===== config.mk =====
export PLATFORM = sky130hd
export DESIGN_NAME = gpu_rect_raster_flat
export DESIGN_NICKNAME = d
export VERILOG_FILES = /design/src/rtl/gpu_pkg.sv /design/src/rtl/gpu_rect_raster_if.sv /design/src/rtl/gpu_rect_setup.sv /design/src/rtl/gpu_rect_raster.sv /design/src/flat_wrapper.sv
export SDC_FILE = /design/constraint.sdc
export NUM_CORES = 1
export LEC_CHECK = 0
export CAP_MARGIN = 15
export CORE_ASPECT_RATIO = 2
export CORE_MARGIN = 1.5
export CORE_UTILIZATION = 58
export CTS_BUF_LIST = sky130_fd_sc_hd__clkbuf_16
export CTS_CLUSTER_DIAMETER = 100
export DETAILED_ROUTE_END_ITERATION = 8
export MAX_ROUTING_LAYER = met4
export PLACE_DENSITY = 0.92
export REMOVE_ABC_BUFFERS = 1
export SETUP_SLACK_MARGIN = 0.2
export SLEW_MARGIN = 20
export SYNTH_ARGS = -nofsm -noshare
export SYNTH_HDL_FRONTEND = slang
export SYNTH_SLANG_ARGS = --single-unit

===== constraint.sdc =====
create_clock -name clk -period 7.57 [get_ports clk]
set_input_delay 1.514 -clock clk [delete_from_list [all_inputs] [get_ports clk]]
set_output_delay 1.514 -clock clk [all_outputs]
set_load 0.005 [all_outputs]

===== src/rtl/gpu_pkg.sv =====
// Shared definitions for the rectangle rasteriser and its setup stage.
//   Coordinate widths, screen size, colour width, FSM state type,
//   draw-mode constants, colour and rectangle structs.
package gpu_pkg;

  localparam int WIDTH_BITS   = 10;
  localparam int HEIGHT_BITS  = 9;
  localparam int SCREEN_W     = 640;
  localparam int SCREEN_H     = 480;
  localparam int CHANNEL_BITS = 8;

  typedef logic [WIDTH_BITS-1:0]  xcoord_t;
  typedef logic [HEIGHT_BITS-1:0] ycoord_t;

  typedef enum logic [1:0] {
    ST_IDLE,
    ST_SETUP,
    ST_RUN,
    ST_DONE
  } raster_state_t;

  localparam logic MODE_FILL    = 1'b0;
  localparam logic MODE_OUTLINE = 1'b1;

  typedef struct packed {
    logic [CHANNEL_BITS-1:0] r;
    logic [CHANNEL_BITS-1:0] g;
    logic [CHANNEL_BITS-1:0] b;
  } rgb_t;

  // Normalised box. xmax/ymax are the raw far corner; clip_r/clip_b say the
  // far corner lies off-screen and the screen edge must be used instead.
  typedef struct packed {
    xcoord_t xmin;
    xcoord_t xmax;
    ycoord_t ymin;
    ycoord_t ymax;
    logic    clip_r;
    logic    clip_b;
    logic    empty;
  } rect_t;

endpackage


===== src/rtl/gpu_rect_raster_if.sv =====
// Command + pixel-stream bundle for gpu_rect_raster.
//   Command side: start_i, mode_i, x1_i/y1_i, x2_i/y2_i, rgb_i, abort_i.
//   Pixel side:   pix_valid_o/pix_ready_i handshake carrying x_o, y_o, rgb_o.
//   Status:       busy_o, done_o.
// Suffixes are from the rasteriser's point of view; slave = rasteriser,
// master = command source / pixel consumer.
interface gpu_rect_raster_if;
  import gpu_pkg::*;

  logic    start_i;
  logic    mode_i;
  xcoord_t x1_i;
  ycoord_t y1_i;
  xcoord_t x2_i;
  ycoord_t y2_i;
  rgb_t    rgb_i;
  logic    abort_i;
  logic    pix_valid_o;
  logic    pix_ready_i;
  xcoord_t x_o;
  ycoord_t y_o;
  rgb_t    rgb_o;
  logic    busy_o;
  logic    done_o;

  modport slave (
    input  start_i, mode_i, x1_i, y1_i, x2_i, y2_i, rgb_i, abort_i, pix_ready_i,
    output pix_valid_o, x_o, y_o, rgb_o, busy_o, done_o
  );

  modport master (
    output start_i, mode_i, x1_i, y1_i, x2_i, y2_i, rgb_i, abort_i, pix_ready_i,
    input  pix_valid_o, x_o, y_o, rgb_o, busy_o, done_o
  );

endinterface


===== src/rtl/gpu_rect_setup.sv =====
// Combinational normalise/clip classifier for a two-corner rectangle.
//   x1_i/y1_i, x2_i/y2_i : corners in any order
//   box_o                : min/max corners, right/bottom clip flags, empty flag
// Unsigned compares throughout. Empty means the near corner is already
// off-screen, so nothing of the box is visible.
module gpu_rect_setup
  import gpu_pkg::*;
(
  input  xcoord_t x1_i,
  input  ycoord_t y1_i,
  input  xcoord_t x2_i,
  input  ycoord_t y2_i,
  output rect_t   box_o
);

  localparam xcoord_t XLAST = xcoord_t'(SCREEN_W - 1);
  localparam ycoord_t YLAST = ycoord_t'(SCREEN_H - 1);

  always_comb begin
    box_o        = '0;
    box_o.xmin   = (x1_i < x2_i) ? x1_i : x2_i;
    box_o.xmax   = (x1_i < x2_i) ? x2_i : x1_i;
    box_o.ymin   = (y1_i < y2_i) ? y1_i : y2_i;
    box_o.ymax   = (y1_i < y2_i) ? y2_i : y1_i;
    box_o.clip_r = box_o.xmax > XLAST;
    box_o.clip_b = box_o.ymax > YLAST;
    box_o.empty  = (box_o.xmin > XLAST) || (box_o.ymin > YLAST);
  end

endmodule


===== src/rtl/gpu_rect_raster.sv =====
// Rectangle rasteriser: walks a clipped box in row-major order, one pixel
// per accepted handshake, in fill or 1-pixel outline mode.
//   clk, n_rst : clock, async active-low reset
//   bus        : command inputs, pixel valid/ready stream, busy/done status
// IDLE latches a command, SETUP normalises/clips (1 cycle), RUN emits
// pixels, DONE pulses done_o for one cycle. abort_i in SETUP/RUN jumps to
// DONE. All outputs are registers.
module gpu_rect_raster
  import gpu_pkg::*;
(
  input  logic              clk,
  input  logic              n_rst,
  gpu_rect_raster_if.slave  bus
);

  localparam xcoord_t XLAST = xcoord_t'(SCREEN_W - 1);
  localparam ycoord_t YLAST = ycoord_t'(SCREEN_H - 1);

  raster_state_t state_q;
  logic          mode_q;
  xcoord_t       x1_q, x2_q;
  ycoord_t       y1_q, y2_q;
  rgb_t          col_q;
  xcoord_t       xmin_q, xmax_q, cx_q, cx_d;
  ycoord_t       ymin_q, ymax_q, cy_q, cy_d;
  logic          valid_q, busy_q, done_q;

  rect_t         box;
  logic          last_px;
  logic          interior;

  gpu_rect_setup u_setup (
    .x1_i  (x1_q),
    .y1_i  (y1_q),
    .x2_i  (x2_q),
    .y2_i  (y2_q),
    .box_o (box)
  );

  // Cursor advance. End of row always wraps; in outline mode an interior
  // row jumps straight from the left edge to the right edge. When
  // xmin==xmax the cursor already sits on xmax, so the wrap branch wins.
  always_comb begin
    last_px  = (cx_q == xmax_q) && (cy_q == ymax_q);
    interior = (cy_q != ymin_q) && (cy_q != ymax_q);
    cx_d     = cx_q + xcoord_t'(1);
    cy_d     = cy_q;
    if (cx_q == xmax_q) begin
      cx_d = xmin_q;
      cy_d = cy_q + ycoord_t'(1);
    end else if (mode_q == MODE_OUTLINE && interior) begin
      cx_d = xmax_q;
    end
  end

  always_ff @(posedge clk or negedge n_rst) begin
    if (!n_rst) begin
      state_q <= ST_IDLE;
      mode_q  <= MODE_FILL;
      x1_q    <= '0;
      x2_q    <= '0;
      y1_q    <= '0;
      y2_q    <= '0;
      col_q   <= '0;
      xmin_q  <= '0;
      xmax_q  <= '0;
      ymin_q  <= '0;
      ymax_q  <= '0;
      cx_q    <= '0;
      cy_q    <= '0;
      valid_q <= 1'b0;
      busy_q  <= 1'b0;
      done_q  <= 1'b0;
    end else begin
      case (state_q)
        ST_IDLE: begin
          if (bus.start_i) begin
            mode_q  <= bus.mode_i;
            x1_q    <= bus.x1_i;
            x2_q    <= bus.x2_i;
            y1_q    <= bus.y1_i;
            y2_q    <= bus.y2_i;
            col_q   <= bus.rgb_i;
            busy_q  <= 1'b1;
            state_q <= ST_SETUP;
          end
        end
        ST_SETUP: begin
          if (bus.abort_i || box.empty) begin
            done_q  <= 1'b1;
            state_q <= ST_DONE;
          end else begin
            xmin_q  <= box.xmin;
            xmax_q  <= box.clip_r ? XLAST : box.xmax;
            ymin_q  <= box.ymin;
            ymax_q  <= box.clip_b ? YLAST : box.ymax;
            cx_q    <= box.xmin;
            cy_q    <= box.ymin;
            valid_q <= 1'b1;
            state_q <= ST_RUN;
          end
        end
        ST_RUN: begin
          if (bus.abort_i || (bus.pix_ready_i && last_px)) begin
            valid_q <= 1'b0;
            done_q  <= 1'b1;
            state_q <= ST_DONE;
          end else if (bus.pix_ready_i) begin
            cx_q <= cx_d;
            cy_q <= cy_d;
          end
        end
        ST_DONE: begin
          done_q  <= 1'b0;
          busy_q  <= 1'b0;
          state_q <= ST_IDLE;
        end
        default: state_q <= ST_IDLE;
      endcase
    end
  end

  assign bus.pix_valid_o = valid_q;
  assign bus.x_o         = cx_q;
  assign bus.y_o         = cy_q;
  assign bus.rgb_o       = col_q;
  assign bus.busy_o      = busy_q;
  assign bus.done_o      = done_q;

endmodule


===== src/flat_wrapper.sv =====
// flat-port wrapper written by rule: the top's interface ports become plain ports
module gpu_rect_raster_flat import gpu_pkg::*;
  (clk, n_rst, bus_start_i, bus_mode_i, bus_x1_i, bus_y1_i, bus_x2_i, bus_y2_i, bus_rgb_i, bus_abort_i, bus_pix_ready_i, bus_pix_valid_o, bus_x_o, bus_y_o, bus_rgb_o, bus_busy_o, bus_done_o);
  gpu_rect_raster_if bus_i ();
  input  logic clk;
  input  logic n_rst;
  input wire logic [$bits(bus_i.start_i)-1:0] bus_start_i;
  input wire logic [$bits(bus_i.mode_i)-1:0] bus_mode_i;
  input wire logic [$bits(bus_i.x1_i)-1:0] bus_x1_i;
  input wire logic [$bits(bus_i.y1_i)-1:0] bus_y1_i;
  input wire logic [$bits(bus_i.x2_i)-1:0] bus_x2_i;
  input wire logic [$bits(bus_i.y2_i)-1:0] bus_y2_i;
  input wire logic [$bits(bus_i.rgb_i)-1:0] bus_rgb_i;
  input wire logic [$bits(bus_i.abort_i)-1:0] bus_abort_i;
  input wire logic [$bits(bus_i.pix_ready_i)-1:0] bus_pix_ready_i;
  output wire logic [$bits(bus_i.pix_valid_o)-1:0] bus_pix_valid_o;
  output wire logic [$bits(bus_i.x_o)-1:0] bus_x_o;
  output wire logic [$bits(bus_i.y_o)-1:0] bus_y_o;
  output wire logic [$bits(bus_i.rgb_o)-1:0] bus_rgb_o;
  output wire logic [$bits(bus_i.busy_o)-1:0] bus_busy_o;
  output wire logic [$bits(bus_i.done_o)-1:0] bus_done_o;
  assign bus_i.start_i = bus_start_i;
  assign bus_i.mode_i = bus_mode_i;
  assign bus_i.x1_i = bus_x1_i;
  assign bus_i.y1_i = bus_y1_i;
  assign bus_i.x2_i = bus_x2_i;
  assign bus_i.y2_i = bus_y2_i;
  assign bus_i.rgb_i = bus_rgb_i;
  assign bus_i.abort_i = bus_abort_i;
  assign bus_i.pix_ready_i = bus_pix_ready_i;
  assign bus_pix_valid_o = bus_i.pix_valid_o;
  assign bus_x_o = bus_i.x_o;
  assign bus_y_o = bus_i.y_o;
  assign bus_rgb_o = bus_i.rgb_o;
  assign bus_busy_o = bus_i.busy_o;
  assign bus_done_o = bus_i.done_o;
  gpu_rect_raster u_core (.clk(clk), .n_rst(n_rst), .bus(bus_i));
endmodule

; ---- Yosys cells after proc, flatten, opt, wreduce, memory -nomap -nowiden
; Cells that the tools add are included.
[op_classes]
eq_ne = 14
n_addsub = 2
bitwise = 1
mux = 29
magnitude_cmp = 6
reduce_logical = 19
[ops]
columns = cell, n
row1 = $mux 10, 8
row2 = $mux 9, 7
row3 = $gt 10x10->1 const B, 2
row4 = $pmux 10 s2, 1
row5 = $gt 9x9->1 const B, 2
row6 = $ne 9x9->1, 2
row7 = $pmux 9 s2, 1
row8 = $add 10x1->10 const B, 1
row9 = $eq 10x10->1, 1
row10 = $lt 10x10->1, 1
row11 = $add 9x1->9 const B, 1
row12 = $eq 9x9->1, 1
row13 = $lt 9x9->1, 1
row14 = $ne 2x2->1 const B, 4
row15 = $pmux 2 s4, 1
row16 = $reduce_and 2->1, 4
row17 = $mux 1, 6
row18 = $ne 2x1->1 const B, 3
row19 = $reduce_and 3->1, 2
row20 = $reduce_and 5->1, 1
row21 = $eq 2x2->1 const B, 2
row22 = $logic_and 1x1->1, 4
row23 = $mux 2, 2
row24 = $pmux 1 s2, 2
row25 = 8 further kinds, 11
[word_totals]
regBits = 125
out_inout_bits = 46
in_bits = 68
word_cells = 89

; ---- Depth between registers and ports, before layout
[depth]
ltp_word = 8
depth_mapped = 12
mapped_depth_nobuf = 9

; ---- Hierarchy
; Synthesis repeated with hierarchy kept, for this count alone.
[unflattened]
hier_cells = 662
hier_area_um2 = 6917.9
[modules_own_cells]
columns = module, cells_per_inst, area_per_inst_um2, seq_area_each_um2, instances
row1 = gpu_rect_raster, 511, 5960.7, 3128.0, 1
row2 = gpu_rect_setup, 151, 957.2, 0.0, 1

; ---- Worst setup path after synthesis
; No wires, ideal clock.
[synth_timing]
path_kind = input -> register
start = in bus_abort_i
end = reg u_core.cx_q[1] (netlist: u_core.bus.x_o[1])
setup_time_ns = 0.125
arrival_time_ns = 2.724
required_ns = 7.445
path_slack_ns = 4.721
cell_stages = 5
path_buffers = 1
path_cell_list = a211oi_1 a41oi_2 or2_1 buf_6 mux2_4
[synth_via]
elab_chain_len = 3
elab_cells_between_ends = 5
classes_between = eq/ne (2) / reduce/logical (3)
[synth_lines]
columns = item, line
row1 = start: declaration, flat_wrapper.sv:14  ; input wire logic [$bits(bus_i.abort_i)-1:0] bus_abort_i;
row2 = "$logic_or 1x1->1, on equally long branches", "gpu_rect_raster.sv:104, gpu_rect_raster.sv:89"
row3 = $ne 2x2->1 (no line), --
row4 = $reduce_and 4->1 (no line) (*), --
row5 = end signal: assignment, gpu_rect_raster.sv:97  ; cx_q <= box.xmin;
row6 = end: declaration, gpu_rect_raster.sv:24  ; xcoord_t xmin_q, xmax_q, cx_q, cx_d;
; Every way passes the cells marked *; elsewhere a longest branch is shown, timed or not.
; A chain may end at the register's enable or synchronous reset.

; ---- Worst setup path in the final report
[layout_timing]
start = reg u_core.x2_q[3]
end = reg u_core.xmax_q[1]
[layout_via]
elab_chain_len = 7
elab_cells_between_ends = 10
classes_between = order compare (3) / mux (3) / bitwise (1) / reduce/logical (3)
[layout_lines]
columns = item, line
row1 = start: declaration, gpu_rect_raster.sv:21  ; xcoord_t x1_q, x2_q;
row2 = start signal: assignment, gpu_rect_raster.sv:80  ; x2_q <= bus.x2_i;
row3 = $lt 10x10->1, "gpu_rect_setup.sv:21, gpu_rect_setup.sv:22"
row4 = $mux 10, gpu_rect_setup.sv:21  ; box_o.xmin = (x1_i < x2_i) ? x1_i : x2_i;
row5 = $gt 10x10->1, gpu_rect_setup.sv:27  ; box_o.empty = (box_o.xmin > XLAST) || (box_o.ymin > YLAST);
row6 = $logic_or 1x1->1, gpu_rect_setup.sv:27
row7 = $logic_or 1x1->1, gpu_rect_raster.sv:89  ; if (bus.abort_i || box.empty) begin
row8 = $not 1->1 (no line), --
row9 = $reduce_and 2->1 (no line), --
row10 = end signal: assignment, gpu_rect_raster.sv:94  ; xmax_q <= box.clip_r ? XLAST : box.xmax;
row11 = end: declaration, gpu_rect_raster.sv:24
; Parallel ways exist; a longest one is shown, timed or not.

==> metrics.txt <==
# TYPE chip_impl_metric gauge
chip_impl_metric{name="clkSinkCount",unit=""} 125
chip_impl_metric{name="drt-wirelength-per-cell",unit="µm"} 21.7
chip_impl_metric{name="design_area",unit="mm²"} 0.00859
chip_impl_metric{name="fin_setup_tns",unit="ns"} 0
chip_impl_metric{name="whs",unit="ns"} 0.507
chip_impl_metric{name="groute.layer.met2.usage",unit=""} 0.577
chip_impl_metric{name="fraction_of_registers_with_async_set_or_reset_after_synthesis",unit=""} 1.00
chip_impl_info{name="busiest_layer",value="met2"} 1
chip_impl_info{name="worst_path_max_delay_cell",value="and4bb_2"} 1
chip_impl_info{name="hold_path_class",value="reg2reg"} 1
chip_impl_metric{name="synth-simple-area-share",unit=""} 0.0919
chip_impl_metric{name="start_util",unit=""} 0.598
chip_impl_metric{name="timing.critical_path.required",unit="ns"} 7.84
chip_impl_metric{name="die_area",unit="mm²"} 0.0124
chip_impl_metric{name="number_of_detailed_routing_iterations_run_before_antenna_repair",unit=""} 6
chip_impl_metric{name="synth_area_per_cell",unit="µm²"} 10.9
chip_impl_info{name="hold-path-endpoint",value="u_core.bus.rgb_o[2]$_DFFE_PN0P_"} 1
chip_impl_metric{name="grt_util_met3",unit=""} 0.0754
chip_impl_metric{name="gp_congestion",unit=""} 0.916
chip_impl_metric{name="post-route-drc-count",unit=""} 0
chip_impl_metric{name="core-area",unit="mm²"} 0.0114
chip_impl_metric{name="ys_seq_area_frac",unit=""} 0.460
chip_impl_metric{name="post_synth_inst_count",unit=""} 621
chip_impl_metric{name="placed_cell_area",unit="mm²"} 0.00798
chip_impl_info{name="synthFlopType",value="dfrtp_1"} 1
chip_impl_metric{name="synth_seq_cells",unit=""} 125
chip_impl_info{name="path_cells",value="inv_1 -> ha_1 -> a211oi_1 -> a311oi_1 -> o221ai_1 -> and4bb_2 -> buf_4 -> a21boi_1 -> a21oi_1"} 1
chip_impl_metric{name="first_global_vias",unit=""} 5983
chip_impl_metric{name="timing.reg2reg.worst_path_depth",unit=""} 9
chip_impl_metric{name="globalRoute.totalOverflow",unit=""} 0
chip_impl_metric{name="yosys.cell_types.count",unit=""} 62
chip_impl_info{name="worst_flop_to_flop_path_startpoint",value="u_core.x2_q[3]$_DFFE_PN0P_"} 1
chip_impl_info{name="synth_top_family_by_area",value="multiplexers"} 1
chip_impl_metric{name="arrival",unit="ns"} 4.47
chip_impl_metric{name="pin_slew_with_the_least_headroom_to_its_limit",unit="ns"} 0.964
chip_impl_metric{name="timing_hold_violations_final",unit=""} 0
chip_impl_metric{name="initial_antenna_violation_count",unit=""} 0
chip_impl_metric{name="global_route.usage.met1",unit=""} 0.321
chip_impl_metric{name="grt_first_pass_wirelength",unit="µm"} 30200
chip_impl_metric{name="timing.reg2reg.setup_slack",unit="ns"} 3.37
chip_impl_info{name="highest_count_cells_in_the_layout_ignoring_fill_and_taps",value="dfrtp_1, clkdlybuf4s50_1, mux2_2"} 1
chip_impl_metric{name="cts_buffer_depth",unit=""} 2
chip_impl_metric{name="cts_hold_buf",unit=""} 0
chip_impl_metric{name="timing.max_cap.violations",unit=""} 0
chip_impl_metric{name="routed_via_density",unit=""} 6.42
chip_impl_metric{name="routed-via-count",unit=""} 5654
chip_impl_metric{name="postCtsSetupRepairBufs",unit=""} 0
chip_impl_metric{name="yosys.area_share.xor_xnor",unit=""} 0.0451
chip_impl_info{name="unrepaired_setup_endpoints_after_global_routing",value="false"} 1
chip_impl_metric{name="clock-skew-final",unit="ns"} 0.0105
chip_impl_metric{name="utilization",unit=""} 0.757
chip_impl_metric{name="synth_adder_area_share",unit=""} 0.0424
chip_impl_metric{name="count_of_flip_flops_with_a_built_in_enable_after_synthesis",unit=""} 0
chip_impl_info{name="start_kind",value="flip-flop"} 1
chip_impl_metric{name="portBuffers",unit=""} 113
chip_impl_metric{name="portion_of_the_clock_cycle_consumed_by_the_worst_path_in_the_final_layout",unit=""} 0.555
chip_impl_metric{name="worstHoldPathCells",unit=""} 1
chip_impl_metric{name="routed_wirelength",unit="µm"} 19100
chip_impl_metric{name="clkSlewWorstSetupHoldPaths",unit="ns"} 0.06
chip_impl_metric{name="critical_path_peak_fanout",unit=""} 37
chip_impl_metric{name="htree_num_levels",unit=""} 4
chip_impl_metric{name="ys.warnings.count",unit=""} 0
chip_impl_metric{name="die_y",unit="µm"} 156
chip_impl_metric{name="critical_path.max_stage_delay",unit="ns"} 0.69
chip_impl_metric{name="ir_worst_vdd",unit="mV"} 0.351
chip_impl_metric{name="drt-initial-drc-count",unit=""} 589
chip_impl_metric{name="maximum_number_of_pins_on_one_net_before_global_route_repair",unit=""} 81
chip_impl_metric{name="finalCriticalPeriod",unit="ns"} 4.20
chip_impl_info{name="rr_endpoint",value="u_core.xmax_q[1]$_DFFE_PN0P_"} 1
chip_impl_metric{name="total_of_endpoints_with_negative_setup_slack_in_the_final_report",unit=""} 0
chip_impl_metric{name="syn_to_final_growth",unit="%"} 26.4
chip_impl_info{name="timing.hold.worst.start",value="u_core.bus.rgb_o[2]$_DFFE_PN0P_"} 1
chip_impl_metric{name="postRouteAntennaNets",unit=""} 0
chip_impl_metric{name="placement_rows",unit=""} 55
chip_impl_metric{name="cts_inserted_buffers",unit=""} 17
chip_impl_metric{name="max_clock_freq",unit="MHz"} 238
chip_impl_info{name="worst_setup_path_end_kind",value="flip-flop"} 1
chip_impl_info{name="status",value="complete, no violations"} 1
chip_impl_info{name="clk_root_buffer_cell",value="clkbuf_16"} 1
chip_impl_metric{name="drive_above_1_share",unit=""} 0.181
chip_impl_info{name="tritoncts",value="done"} 1
chip_impl_metric{name="report.power.total",unit="µW"} 4780
chip_impl_metric{name="muxShareOfSynthArea",unit=""} 0.188
chip_impl_metric{name="synth_compound_gate_area_share",unit=""} 0.130
chip_impl_metric{name="antenna_cells",unit=""} 0
chip_impl_metric{name="cts-resized-gates",unit=""} 0
chip_impl_metric{name="clk-insertion-delay-late",unit="ns"} 0.42
chip_impl_metric{name="num-nets-final",unit=""} 817
chip_impl_info{name="critPathKind",value="reg2reg"} 1
chip_impl_metric{name="grtUsageTotal",unit=""} 0.334
chip_impl_metric{name="power_leakage",unit="µW"} 0.00368
chip_impl_metric{name="power_per_cell_area",unit="mW/mm²"} 557
chip_impl_metric{name="count_of_pins_over_their_slew_limit",unit=""} 0
chip_impl_metric{name="slew_headroom",unit=""} 0.355
chip_impl_metric{name="num-fill-cells",unit=""} 696
chip_impl_metric{name="netlist_area",unit="mm²"} 0.00679
chip_impl_metric{name="io-pin-count",unit=""} 114
chip_impl_metric{name="place_hpwl",unit="µm"} 13000
chip_impl_metric{name="fp.dieW",unit="µm"} 79.5
chip_impl_info{name="layout.cells.most_common",value="dfrtp_1"} 1
==> synthesized netlist by cell type, drive strengths merged, types with 5 or more instances <==
master   count  area, µm²
xor2        17        149
ha          23        288
nand2       21       78.8
a21oi       42        210
dfrtp      125       3130
inv         29        109
nand3       11       55.1
nor3        11       55.1
a2bb2oi      5       43.8
o22ai        5       31.3
xnor2       18        158
mux2        87       1010
clkbuf      22       82.6
nor2        51        194
o21ai       34        170
buf         11       93.8
o221ai       5       43.8
a31oi        8       50.1
mux2i       27        270
nand4        8       50.1
==> flip-flops by register name, summed over array words and instances (netlist names), 2 cells and up <==
signal            cells
u_core.bus.rgb_o     24
u_core.bus.x_o       10
u_core.x1_q          10
u_core.x2_q          10
u_core.xmax_q        10
u_core.xmin_q        10
u_core.bus.y_o        9
u_core.y1_q           9
u_core.y2_q           9
u_core.ymax_q         9
u_core.ymin_q         9
u_core.state_q        2
==> metal layers <==
metal,wire [µm],vias up,share of wire
met4,1540,0,0.081
li1,-,2458,-
met1,6070,2741,0.32
met5,0,-,0
met3,1120,126,0.059
met2,10400,329,0.54
==> per-stage QoR <==
step	setup WS (ns)	cells
after floorplan	3.66	588
after global placement	3.55	849
after detailed placement	3.39	849
after CTS	3.49	881
after global routing	3.25	881
final	3.37	881
==> worst max-delay path, delay by kind of cell (launching register included) <==
| kind | cells | cell delay, ns |
|---|---|---|
| DFF | 1 | 0.41 |
| adders and majority gates | 1 | 0.29 |
| and+or+nand+nor | 1 | 0.69 |
| buffers and inverters | 2 | 0.55 |
| AOI/OAI and AO/OA | 5 | 2.08 |
==> cell type report <==
type,count,area (µm²),area share
clock buffer,17,425,0.0495
clock inverter,15,183,0.0213
inverter,29,109,0.0127
multi-input combinational,434,3390,0.395
sequential,125,3130,0.364
tap,142,178,0.0207
timing repair buffer,119,1180,0.137
==> kinds of logic after synthesis <==
| logic type | count (synthesis) |
|---|---|
| AOI/OAI and AO/OA | 134 |
| DFF | 125 |
| muxes | 114 |
| buffers and inverters | 62 |
| xor gates and xnor gates | 35 |
| adders and majority gates | 23 |
| and+or+nand+nor | 128 |
==> worst max-delay path by stage <==
stage | depth (start not counted) | end | startpoint | slack, ns
after floorplan | 8 | u_core.xmax_q[0]$_DFFE_PN0P_ | u_core.y1_q[8]$_DFFE_PN0P_ | 3.66
after global placement | 6 | u_core.xmax_q[1]$_DFFE_PN0P_ | bus_abort_i | 3.55
after detailed placement | 6 | u_core.xmax_q[6]$_DFFE_PN0P_ | bus_abort_i | 3.39
after CTS | 9 | u_core.xmax_q[1]$_DFFE_PN0P_ | u_core.x2_q[3]$_DFFE_PN0P_ | 3.49
after global routing | 9 | u_core.xmax_q[1]$_DFFE_PN0P_ | u_core.x2_q[3]$_DFFE_PN0P_ | 3.25
final | 9 | u_core.xmax_q[1]$_DFFE_PN0P_ | u_core.x2_q[3]$_DFFE_PN0P_ | 3.37
==> where the power goes <==
part | internal [µW] | switching, µW
registers | 1020 | 373
logic | 1190 | 1350
clock network | 544 | 303
total | 2760 | 2030
(Power assumes the default switching activity.)
